### config.mk
export PLATFORM = sky130hd
export DESIGN_NAME = cache_responder
export DESIGN_NICKNAME = d
export VERILOG_FILES = /design/src/rtl/cache_responder.sv
export SDC_FILE = /design/constraint.sdc
export NUM_CORES = 1
export LEC_CHECK = 0
export ABC_CLOCK_PERIOD_IN_PS = 7000
export BUFFER_PORTS_ARGS = -buffer_cell sky130_fd_sc_hd__buf_2
export CAP_MARGIN = 20
export CORE_UTILIZATION = 33
export CTS_CLUSTER_DIAMETER = 30
export DETAILED_ROUTE_END_ITERATION = 10
export PLACE_DENSITY = 0.61
export RECOVER_POWER = 100
export SLEW_MARGIN = 10
export SYNTH_ARGS = -nofsm -noshare
export SYNTH_HDL_FRONTEND = slang
export SYNTH_SLANG_ARGS = --single-unit
### constraint.sdc
create_clock -name clock -period 7 [get_ports clock]
set_clock_uncertainty 0.15 [all_clocks]
set_input_delay 0.35 -clock clock [delete_from_list [all_inputs] [get_ports clock]]
set_output_delay 0.35 -clock clock [all_outputs]
set_load 0.02 [all_outputs]
### src/rtl/cache_responder.sv
// Direct-mapped, write-back, write-allocate data cache answering CPU requests.
// Hits complete combinationally; misses run write-back/allocate against a block-wide memory port.
module cache_responder #(
   parameter int NUM_LINES      = 4,
   parameter int WORDS_PER_LINE = 4
) (
   input  logic                         clock,
   input  logic                         reset_n,
   input  logic                         read_write,
   input  logic                         if_lb,
   input  logic [9:0]                   address,
   input  logic [31:0]                  write_data,
   output logic                         hit_miss,
   output logic [31:0]                  Read_Data,
   output logic                         mem_request,
   output logic                         mem_read_write,
   output logic [9:0]                   mem_address,
   output logic [32*WORDS_PER_LINE-1:0] mem_write_data,
   input  logic [32*WORDS_PER_LINE-1:0] mem_read_data,
   input  logic                         mem_ready
);

   localparam int IDX_W   = 2;
   localparam int TAG_W   = 4;
   localparam int BLOCK_W = 32 * WORDS_PER_LINE;

   typedef enum logic [1:0] {
      COMPARE    = 2'd0,
      WRITE_BACK = 2'd1,
      ALLOCATE   = 2'd2
   } state_t;

   state_t               state_r;
   logic [NUM_LINES-1:0] valid_r;
   logic [NUM_LINES-1:0] dirty_r;
   logic [TAG_W-1:0]     tag_r  [NUM_LINES];
   logic [BLOCK_W-1:0]   data_r [NUM_LINES];
   logic [TAG_W-1:0]     miss_tag_r;
   logic [IDX_W-1:0]     miss_idx_r;
   logic                 mem_request_r;
   logic                 mem_read_write_r;
   logic [9:0]           mem_address_r;
   logic [BLOCK_W-1:0]   mem_write_data_r;

   logic [TAG_W-1:0]     req_tag_s;
   logic [IDX_W-1:0]     req_idx_s;
   logic [1:0]           req_word_s;
   logic [1:0]           req_byte_s;
   logic                 hit_s;
   logic                 victim_dirty_s;
   logic                 write_hit_s;
   logic                 fill_s;
   logic [31:0]          hit_word_s;
   logic [31:0]          read_data_s;

   function automatic logic [31:0] select_word(input logic [BLOCK_W-1:0] block,
                                               input logic [1:0] word_sel);
      logic [31:0] w;
      case (word_sel)
         2'd0:    w = block[31:0];
         2'd1:    w = block[63:32];
         2'd2:    w = block[95:64];
         2'd3:    w = block[127:96];
         default: w = 32'd0;
      endcase
      return w;
   endfunction

   // Little-endian byte pick, sign-extended to a full word.
   function automatic logic [31:0] load_byte(input logic [31:0] word,
                                             input logic [1:0] byte_sel);
      logic [7:0] b;
      case (byte_sel)
         2'd0:    b = word[7:0];
         2'd1:    b = word[15:8];
         2'd2:    b = word[23:16];
         2'd3:    b = word[31:24];
         default: b = 8'd0;
      endcase
      return {{24{b[7]}}, b};
   endfunction

   // Request decode and hit detection.
   always_comb begin
      req_tag_s      = address[9:6];
      req_idx_s      = address[5:4];
      req_word_s     = address[3:2];
      req_byte_s     = address[1:0];
      hit_s          = (state_r == COMPARE) && valid_r[req_idx_s]
                       && (tag_r[req_idx_s] == req_tag_s);
      victim_dirty_s = valid_r[req_idx_s] && dirty_r[req_idx_s];
      write_hit_s    = hit_s && read_write;
      fill_s         = (state_r == ALLOCATE) && mem_ready;
   end

   // Load result mux; zero whenever no read completes this cycle.
   always_comb begin
      hit_word_s  = select_word(data_r[req_idx_s], req_word_s);
      read_data_s = 32'd0;
      if (hit_s && !read_write) begin
         if (if_lb) begin
            read_data_s = load_byte(hit_word_s, req_byte_s);
         end else begin
            read_data_s = hit_word_s;
         end
      end else begin
         read_data_s = 32'd0;
      end
   end

   // Data and tag arrays; a reset edge suppresses any pending fill or store.
   always_ff @(posedge clock) begin
      if (reset_n && fill_s) begin
         data_r[miss_idx_r] <= mem_read_data;
         tag_r[miss_idx_r]  <= miss_tag_r;
      end else if (reset_n && write_hit_s) begin
         data_r[req_idx_s][{req_word_s, 5'd0} +: 32] <= write_data;
      end
   end

   // Miss-handling FSM, line status bits and registered memory port.
   always_ff @(posedge clock) begin
      if (!reset_n) begin
         state_r          <= COMPARE;
         valid_r          <= {NUM_LINES{1'b0}};
         dirty_r          <= {NUM_LINES{1'b0}};
         miss_tag_r       <= {TAG_W{1'b0}};
         miss_idx_r       <= {IDX_W{1'b0}};
         mem_request_r    <= 1'b0;
         mem_read_write_r <= 1'b0;
         mem_address_r    <= 10'd0;
         mem_write_data_r <= {BLOCK_W{1'b0}};
      end else begin
         case (state_r)
            COMPARE: begin
               if (hit_s) begin
                  if (read_write) begin
                     dirty_r[req_idx_s] <= 1'b1;
                  end
               end else begin
                  miss_tag_r    <= req_tag_s;
                  miss_idx_r    <= req_idx_s;
                  mem_request_r <= 1'b1;
                  if (victim_dirty_s) begin
                     state_r          <= WRITE_BACK;
                     mem_read_write_r <= 1'b1;
                     mem_address_r    <= {tag_r[req_idx_s], req_idx_s, 4'd0};
                     mem_write_data_r <= data_r[req_idx_s];
                  end else begin
                     state_r          <= ALLOCATE;
                     mem_read_write_r <= 1'b0;
                     mem_address_r    <= {req_tag_s, req_idx_s, 4'd0};
                     mem_write_data_r <= {BLOCK_W{1'b0}};
                  end
               end
            end
            WRITE_BACK: begin
               if (mem_ready) begin
                  state_r          <= ALLOCATE;
                  mem_read_write_r <= 1'b0;
                  mem_address_r    <= {miss_tag_r, miss_idx_r, 4'd0};
                  mem_write_data_r <= {BLOCK_W{1'b0}};
               end
            end
            ALLOCATE: begin
               if (mem_ready) begin
                  state_r             <= COMPARE;
                  valid_r[miss_idx_r] <= 1'b1;
                  dirty_r[miss_idx_r] <= 1'b0;
                  mem_request_r       <= 1'b0;
                  mem_read_write_r    <= 1'b0;
                  mem_address_r       <= 10'd0;
                  mem_write_data_r    <= {BLOCK_W{1'b0}};
               end
            end
            default: begin
               state_r          <= COMPARE;
               mem_request_r    <= 1'b0;
               mem_read_write_r <= 1'b0;
               mem_address_r    <= 10'd0;
               mem_write_data_r <= {BLOCK_W{1'b0}};
            end
         endcase
      end
   end

   assign hit_miss       = hit_s;
   assign Read_Data      = read_data_s;
   assign mem_request    = mem_request_r;
   assign mem_read_write = mem_read_write_r;
   assign mem_address    = mem_address_r;
   assign mem_write_data = mem_write_data_r;

endmodule

==> results of run 1 <==
[tightest hold or removal path: cells and delay by family]
family	cells	cell delay, ns
buf+inv	1	0.19
compound gates	1	0.07
simple gates	1	0.12
[area by class of cell]
class	count	share of cell area
Sequential cell	680	0.508
Multi-Input combinational cell	1329	0.251
Clock buffer	159	0.0948
Timing Repair Buffer	493	0.0784
Tap cell	1155	0.0388
Clock inverter	80	0.0279
Inverter	10	0.00101
Antenna cell	5	0.000336
[per-stage QoR]
step	setup WS [ns]	cells	area, µm²	hold slack (ns)
final	1.38	3911	37200	0.000595
after global routing	1.02	3907	37200	0.0460
after CTS	2.10	3901	37500	0.00648
after detailed placement	2.13	3557	31900	0.290
after global placement	2.13	3555	31800	0.279
after floorplan	2.97	2192	29000	0.271
[state kept, by name, indices dropped and copies added, names as in the netlist]
register / cells
state_r: 2
mem_address: 6
mem_request: 1
mem_write_data: 128
data_r: 512
tag_r: 16
miss_tag_r: 4
miss_idx_r: 2
dirty_r: 4
valid_r: 4
mem_read_write: 1
[worst paths after layout]
path | end | from | cells after the start
worst max-delay path | data_r[0][47]$_DFFE_PP_ | tag_r[3][0]$_DFFE_PP_ | 8
worst min-delay path | miss_idx_r[0]$_SDFFE_PN0P_ | address[4] | 3
worst max register to register | data_r[0][47]$_DFFE_PP_ | tag_r[3][0]$_DFFE_PP_ | 8
worst min register to register | mem_write_data[80]$_SDFFE_PN0P_ | mem_write_data[80]$_SDFFE_PN0P_ | 2
[logic make-up (layout without fill, tap and decap cells)]
| logic type | Yosys count | count (layout) | share of synthesized area |
|---|---|---|---|
| AO/OA/AOI/OAI | 319 | 319 | 0.0680 |
| flip-flops | 680 | 680 | 0.653 |
| AND/OR/NAND/NOR | 762 | 762 | 0.118 |
| adder cells (fa/ha/maj) | 8 | 8 | 0.00346 |
| XOR/XNOR | 4 | 4 | 0.00147 |
| buffers and inverters | 183 | 742 | 0.0276 |
| multiplexers | 232 | 232 | 0.128 |
| other | 1 | 9 | 0.000130 |
[per-layer routing]
metal,vias up,GRT usage,wire length (µm)
met5,-,0,44
li1,9242,-,-
met3,210,0.0567,9690
met4,6,0.0993,4490
met2,1137,0.384,50400
met1,10600,0.277,37900
[power by group]
part / switching (W) / total [W] / internal (W)
Combinational: 0.000502 / 0.000761 / 0.000259
Clock: 0.00213 / 0.00637 / 0.00424
Sequential: 0.0000166 / 0.00443 / 0.00441
[repair_timing]
item / CTS / global route
hold buffers: 105 / 0
buffers inserted: 0 / 0
hold endpoints to repair: 389 / 0
[synth_stat cells, drive strengths merged (6+ instances only)]
master	instances
a211o	15
a211oi	10
a21oi	23
a221oi	6
a22oi	14
a31oi	7
a32oi	7
and2	8
and3	8
buf	74
clkbuf	99
dfxtp	152
edfxtp	528
ha	8
inv	10
mux2	57
mux2i	70
mux4	105
nand2	400
nand2b	9
nand3	230
nor2	46
nor2b	12
nor3	41
o21ai	148
o22ai	39
o31ai	31
==> impl_metrics.csv, run 1 <==
group,metric,value,unit
clock_tree,insertion_delay,0.71,ns
worst_setup_path,path_class,"reg2reg",
layout,most-common-layout-cells,"edfxtp_1, nand2_1, nand3_1, clkbuf_1, buf_2",
worst_setup_path,critPathTopFamily,"buffers and inverters",
clock_tree,numClockSinks,680,
route,final_antenna_net_count,0,
clock_tree,cts_root_buffer,"clkbuf_16",
floorplanning,die_h,298,µm
floorplanning,die_w,298,µm
layout,fillers,7983,
layout,mostFrequentLayoutCell,"edfxtp_1",
yosys,postSynthCellCount,2189,
layout,layout-area-overhead-vs-synth,28.6,%
worst_setup_path,slowest_stage,"clkbuf_1",
route,vias,21200,
worst_setup_path,path_cells,"mux4_2 > xnor2_1 > and3_1 > nand4_4 > clkbuf_1 > buf_4 > o21ai_0 > dlygate4sd3_1",
timing,finalSetupViolations,0,
power,leakage,13.5,nW
run_status,violations,"max-capacitance violations, max-slew violations",
worst_setup_path,start_kind,"flip-flop",
layout,layout-drive-gt1-share,0.222,
floorplanning,dieArea,0.0889,mm²
yosys,synth-edff-count,528,
floorplanning,pin_count,348,
grt,grt_pass1_vias,21400,
yosys,syn_avg_cell_area,13.2,µm²
power,irDropWorstVdd,0.212,mV
timing,post-route-min-period,5.62,ns
clock_tree,cts_tree,"done",
timing,worstMarginPinSlew,3.08,ns
timing,drv_slew,647,
floorplanning,core-area,0.0868,mm²
placement,dp_hpwl,71600,µm
yosys,synth_largest_area_cell,"edfxtp_1",
timing,rsz0062_at_grt,"no",
placement,port_buffers,343,
worst_setup_path,critPathMaxFanout,61,
yosys,synth_area_leaders,"edfxtp_1, dfxtp_1, mux4_2",
power,power_density,311,mW/mm²
yosys,synth_top_area_share,0.548,
yosys,netlist-cell-type-count,53,
worst_setup_path,slowest_delay,1.85,ns
clock_tree,cts_buffers,131,
yosys,async_reset_ff_frac,0,
job,drv_cap,20,
timing,hold_viol_final,0,
layout,final_util,0.429,
grt,grt-ovfl-total,0,
clock_tree,path_clk_slew,0.05,ns
clock_tree,htreeDepth,4,
grt,grt_pass1_wl,146000,µm
route,drcViolationCount,0,
worst_hold_path,worstHoldPathType,"in2reg",
timing,setup_tns,0,ns
worst_setup_path,endpoint_kind,"flip-flop",
route,dr.pass1.iters,6,
route,drt-total-wl,102000,µm
yosys,synth_area,0.0289,mm²
timing,slew_headroom,-1.05,
yosys,yosysWarnings,0,
yosys,synth_seq_cells,680,
clock_tree,cts_buffer_depth,3,
yosys,synth_seq_area_share,0.653,
layout,layout.nets,2828,
power,power.total,0.0116,W
worst_setup_path,arrival,5.92,ns
floorplanning,rows,108,
run_status,status,"finished, violations left",
layout,multi_input_area,0.00933,mm²
grt,grt_max_degree,112,
route,drt_iter0_markers,2296,
grt,grt_antenna_before_repair,10,
timing,clock.fmax,0.178,GHz
clock_tree,postCtsResizedCells,0,
timing,finalCritPeriodShare,0.803,
yosys,ys.flop_type,"edfxtp_1",
layout,ff_latch_area,0.0189,mm²
placement,gp_congestion,0.873,
worst_setup_path,cp_num_buf_inv,3,
floorplanning,initial_core_util,0.334,
grt,groute.usage.overall,0.228,
route,via_per_inst,5.41,
worst_setup_path,r2r_slack,1.38,ns
worst_setup_path,required,7.30,ns
route,wl_per_cell,26.2,µm
Power figures use the tool's default switching activity.
==> run 2: changes to the inputs <==
- ABC_CLOCK_PERIOD_IN_PS: 7000 -> 5900
- clock period: 7 -> 5.9 ns (I/O delays scaled with it)
==> run 2 against run 1 <==
The run still ends with max-capacitance violations, max-slew violations left; cell area rose by 3.9%; non-clock buffer count rose by 96; register-to-register slack got worse by 0.43 ns; sequential share of layout area fell by 1.9 points; highest routed layer unchanged; via count rose by 3.3%; sequential power rose by 19%; routed wire length rose by 3.4%; die area did not move; critical path depth rose by 1; count of clock-buffer cells in the layout rose by 6; hold slack improved by 0.037 ns.
==> impl_metrics.csv, run 2 (synthesis gave the netlist of run 1 again) <==
group,metric,value,unit
run_status,status,"finished, violations left",
run_status,violations,"max-capacitance violations, max-slew violations",
worst_setup_path,r2r-start,"tag_r[3][2]$_DFFE_PP_",
worst_setup_path,path_class,"in2reg",
route,drcViolationCount,0,
floorplanning,initial_core_util,0.334,
clock_tree,postCtsResizedCells,0,
route,drt-total-wl,106000,µm
clock_tree,hold_buffers,197,
job,drv_cap,6,
route,dr.pass1.iters,5,
layout,largest-register,"data_r",
worst_hold_path,worstHoldStart,"write_data[2]",
clock_tree,numClockSinks,680,
grt,grt_pass1_wl,151000,µm
grt,grt_antenna_before_repair,6,
worst_hold_path,whs_endpoint,"data_r[3][98]$_DFFE_PP_",
route,drt_iter0_markers,2672,
worst_setup_path,start_kind,"input port",
route,wl_per_cell,26.3,µm
placement,dpl_cell_area,0.0319,mm²
floorplanning,pin_count,348,
worst_setup_path,critPathMaxFanout,39,
power,leakage,14.2,nW
clock_tree,post_cts.repair.setup_buffers,0,
grt,groute.usage.overall,0.236,
timing,finalSetupViolations,0,
layout,final_area,0.0386,mm²
layout,layout-drive-gt1-share,0.230,
timing,slew_headroom,-1.04,
clock_tree,htreeDepth,4,
route,vias,21900,
timing,setup_tns,0,ns
worst_setup_path,arrival,5.31,ns
timing,post-route-min-period,5.16,ns
placement,gp_congestion,0.890,
worst_setup_path,crit-reg2reg-capture,"data_r[1][2]$_DFFE_PP_",
power,power_density,374,mW/mm²
clock_tree,path_clk_slew,0.05,ns
timing,worstMarginPinSlew,3.04,ns
worst_setup_path,required,6.04,ns
worst_setup_path,r2r_slack,0.95,ns
grt,grt-ovfl-total,0,
layout,mostFrequentLayoutCell,"edfxtp_1",
layout,layout.nets,2936,
grt,grt_max_degree,94,
timing,setup_ws,0.737,ns
timing,rsz0062_at_grt,"no",
placement,port_buffers,343,
clock_tree,insertion_delay,0.74,ns
timing,hold_viol_final,0,
floorplanning,die_w,298,µm
layout,layout-area-overhead-vs-synth,33.5,%
timing,clock.fmax,0.194,GHz
timing,finalCritPeriodShare,0.875,
power,irDropWorstVdd,0.320,mV
floorplanning,core-area,0.0868,mm²
worst_hold_path,hold_path_depth,3,
route,via_per_inst,5.42,
clock_tree,cts_buffer_depth,3,
worst_setup_path,rr_worst_depth,7,
placement,place_worst_setup_slack,1.52,ns
floorplanning,rows,108,
timing,drv_slew,296,
floorplanning,die_h,298,µm
route,final_antenna_net_count,0,
clock_tree,cts_root_buffer,"clkbuf_16",
layout,largest_register_ffs,512,
floorplanning,dieArea,0.0889,mm²
worst_hold_path,worstHoldPathType,"in2reg",
clock_tree,cts_tree,"done",
layout,most-common-layout-cells,"edfxtp_1, nand2_1, nand3_1, dlygate4sd3_1, buf_2",
worst_setup_path,endpoint_kind,"flip-flop",
placement,dp_hpwl,72300,µm
clock_tree,cts_buffers,143,
grt,grt_pass1_vias,22000,
[run 2: cell count changes in the layout (fill, tap and decap cells not counted), sizes merged, moves of 6 or more]
cell / change
clkinv: +15
clkinvlp: +6
buf: +9
dlygate4sd3: +92
[run 2: cell type report]
class,instances,area (µm²)
Antenna cell,3,7.51
Clock buffer,165,3750
Clock inverter,101,1330
Fill cell,7929,48100
Inverter,10,37.5
Multi-Input combinational cell,1329,9330
Sequential cell,680,18900
Tap cell,1155,1450
Timing Repair Buffer,589,3840
[run 2: worst max path at each step]
stage / start / end / slack, ns / cells past startpoint
2_1_floorplan: address[4] / data_r[1][0]$_DFFE_PP_ / 1.93 / 9
3_3_place_gp: address[5] / Read_Data[7] / 1.51 / 8
3_5_place_dp: address[5] / Read_Data[7] / 1.52 / 8
4_1_cts: address[4] / Read_Data[7] / 1.06 / 9
5_1_grt: address[4] / data_r[0][2]$_DFFE_PP_ / 0.54 / 9
6_report: address[4] / data_r[1][2]$_DFFE_PP_ / 0.74 / 9
[run 2: critical path: stages]
cell and delay (ns):
dlygate4sd3_1 0.57, buf_6 0.36, mux4_2 0.58, xnor2_1 0.21
and3_1 0.34, nand4_4 0.58, mux2i_1 0.42, nor2_2 0.16
clkbuf_1 1.71
[run 2: routing by layer]
metal  up-vias  track usage  share of wire
met4         8        0.113          0.044
met5         -            0        0.00043
li1       9464            -              -
met2      1310        0.394           0.50
met3       218       0.0600          0.094
met1     10900        0.282           0.37
[run 2: through the flow]
step / total power, W / hold slack, ns / util / std cells
floorplan: 0.00580 / 0.271 / - / 2192
global placement: 0.00617 / 0.278 / 0.367 / 3564
detailed placement: 0.00618 / 0.293 / 0.368 / 3566
CTS: 0.0145 / 0.00153 / 0.449 / 4029
global route: 0.0148 / 0.0406 / 0.445 / 4029
finish: 0.0145 / 0.0371 / 0.445 / 4032
[run 2: report_power, final]
group          switching, W  internal, W  leakage, nW  total (W)
Combinational      0.000611     0.000346         5.80   0.000958
Clock               0.00279      0.00546         2.41    0.00825
Sequential        0.0000207      0.00523         5.99    0.00525
Total               0.00342       0.0110         14.2     0.0145
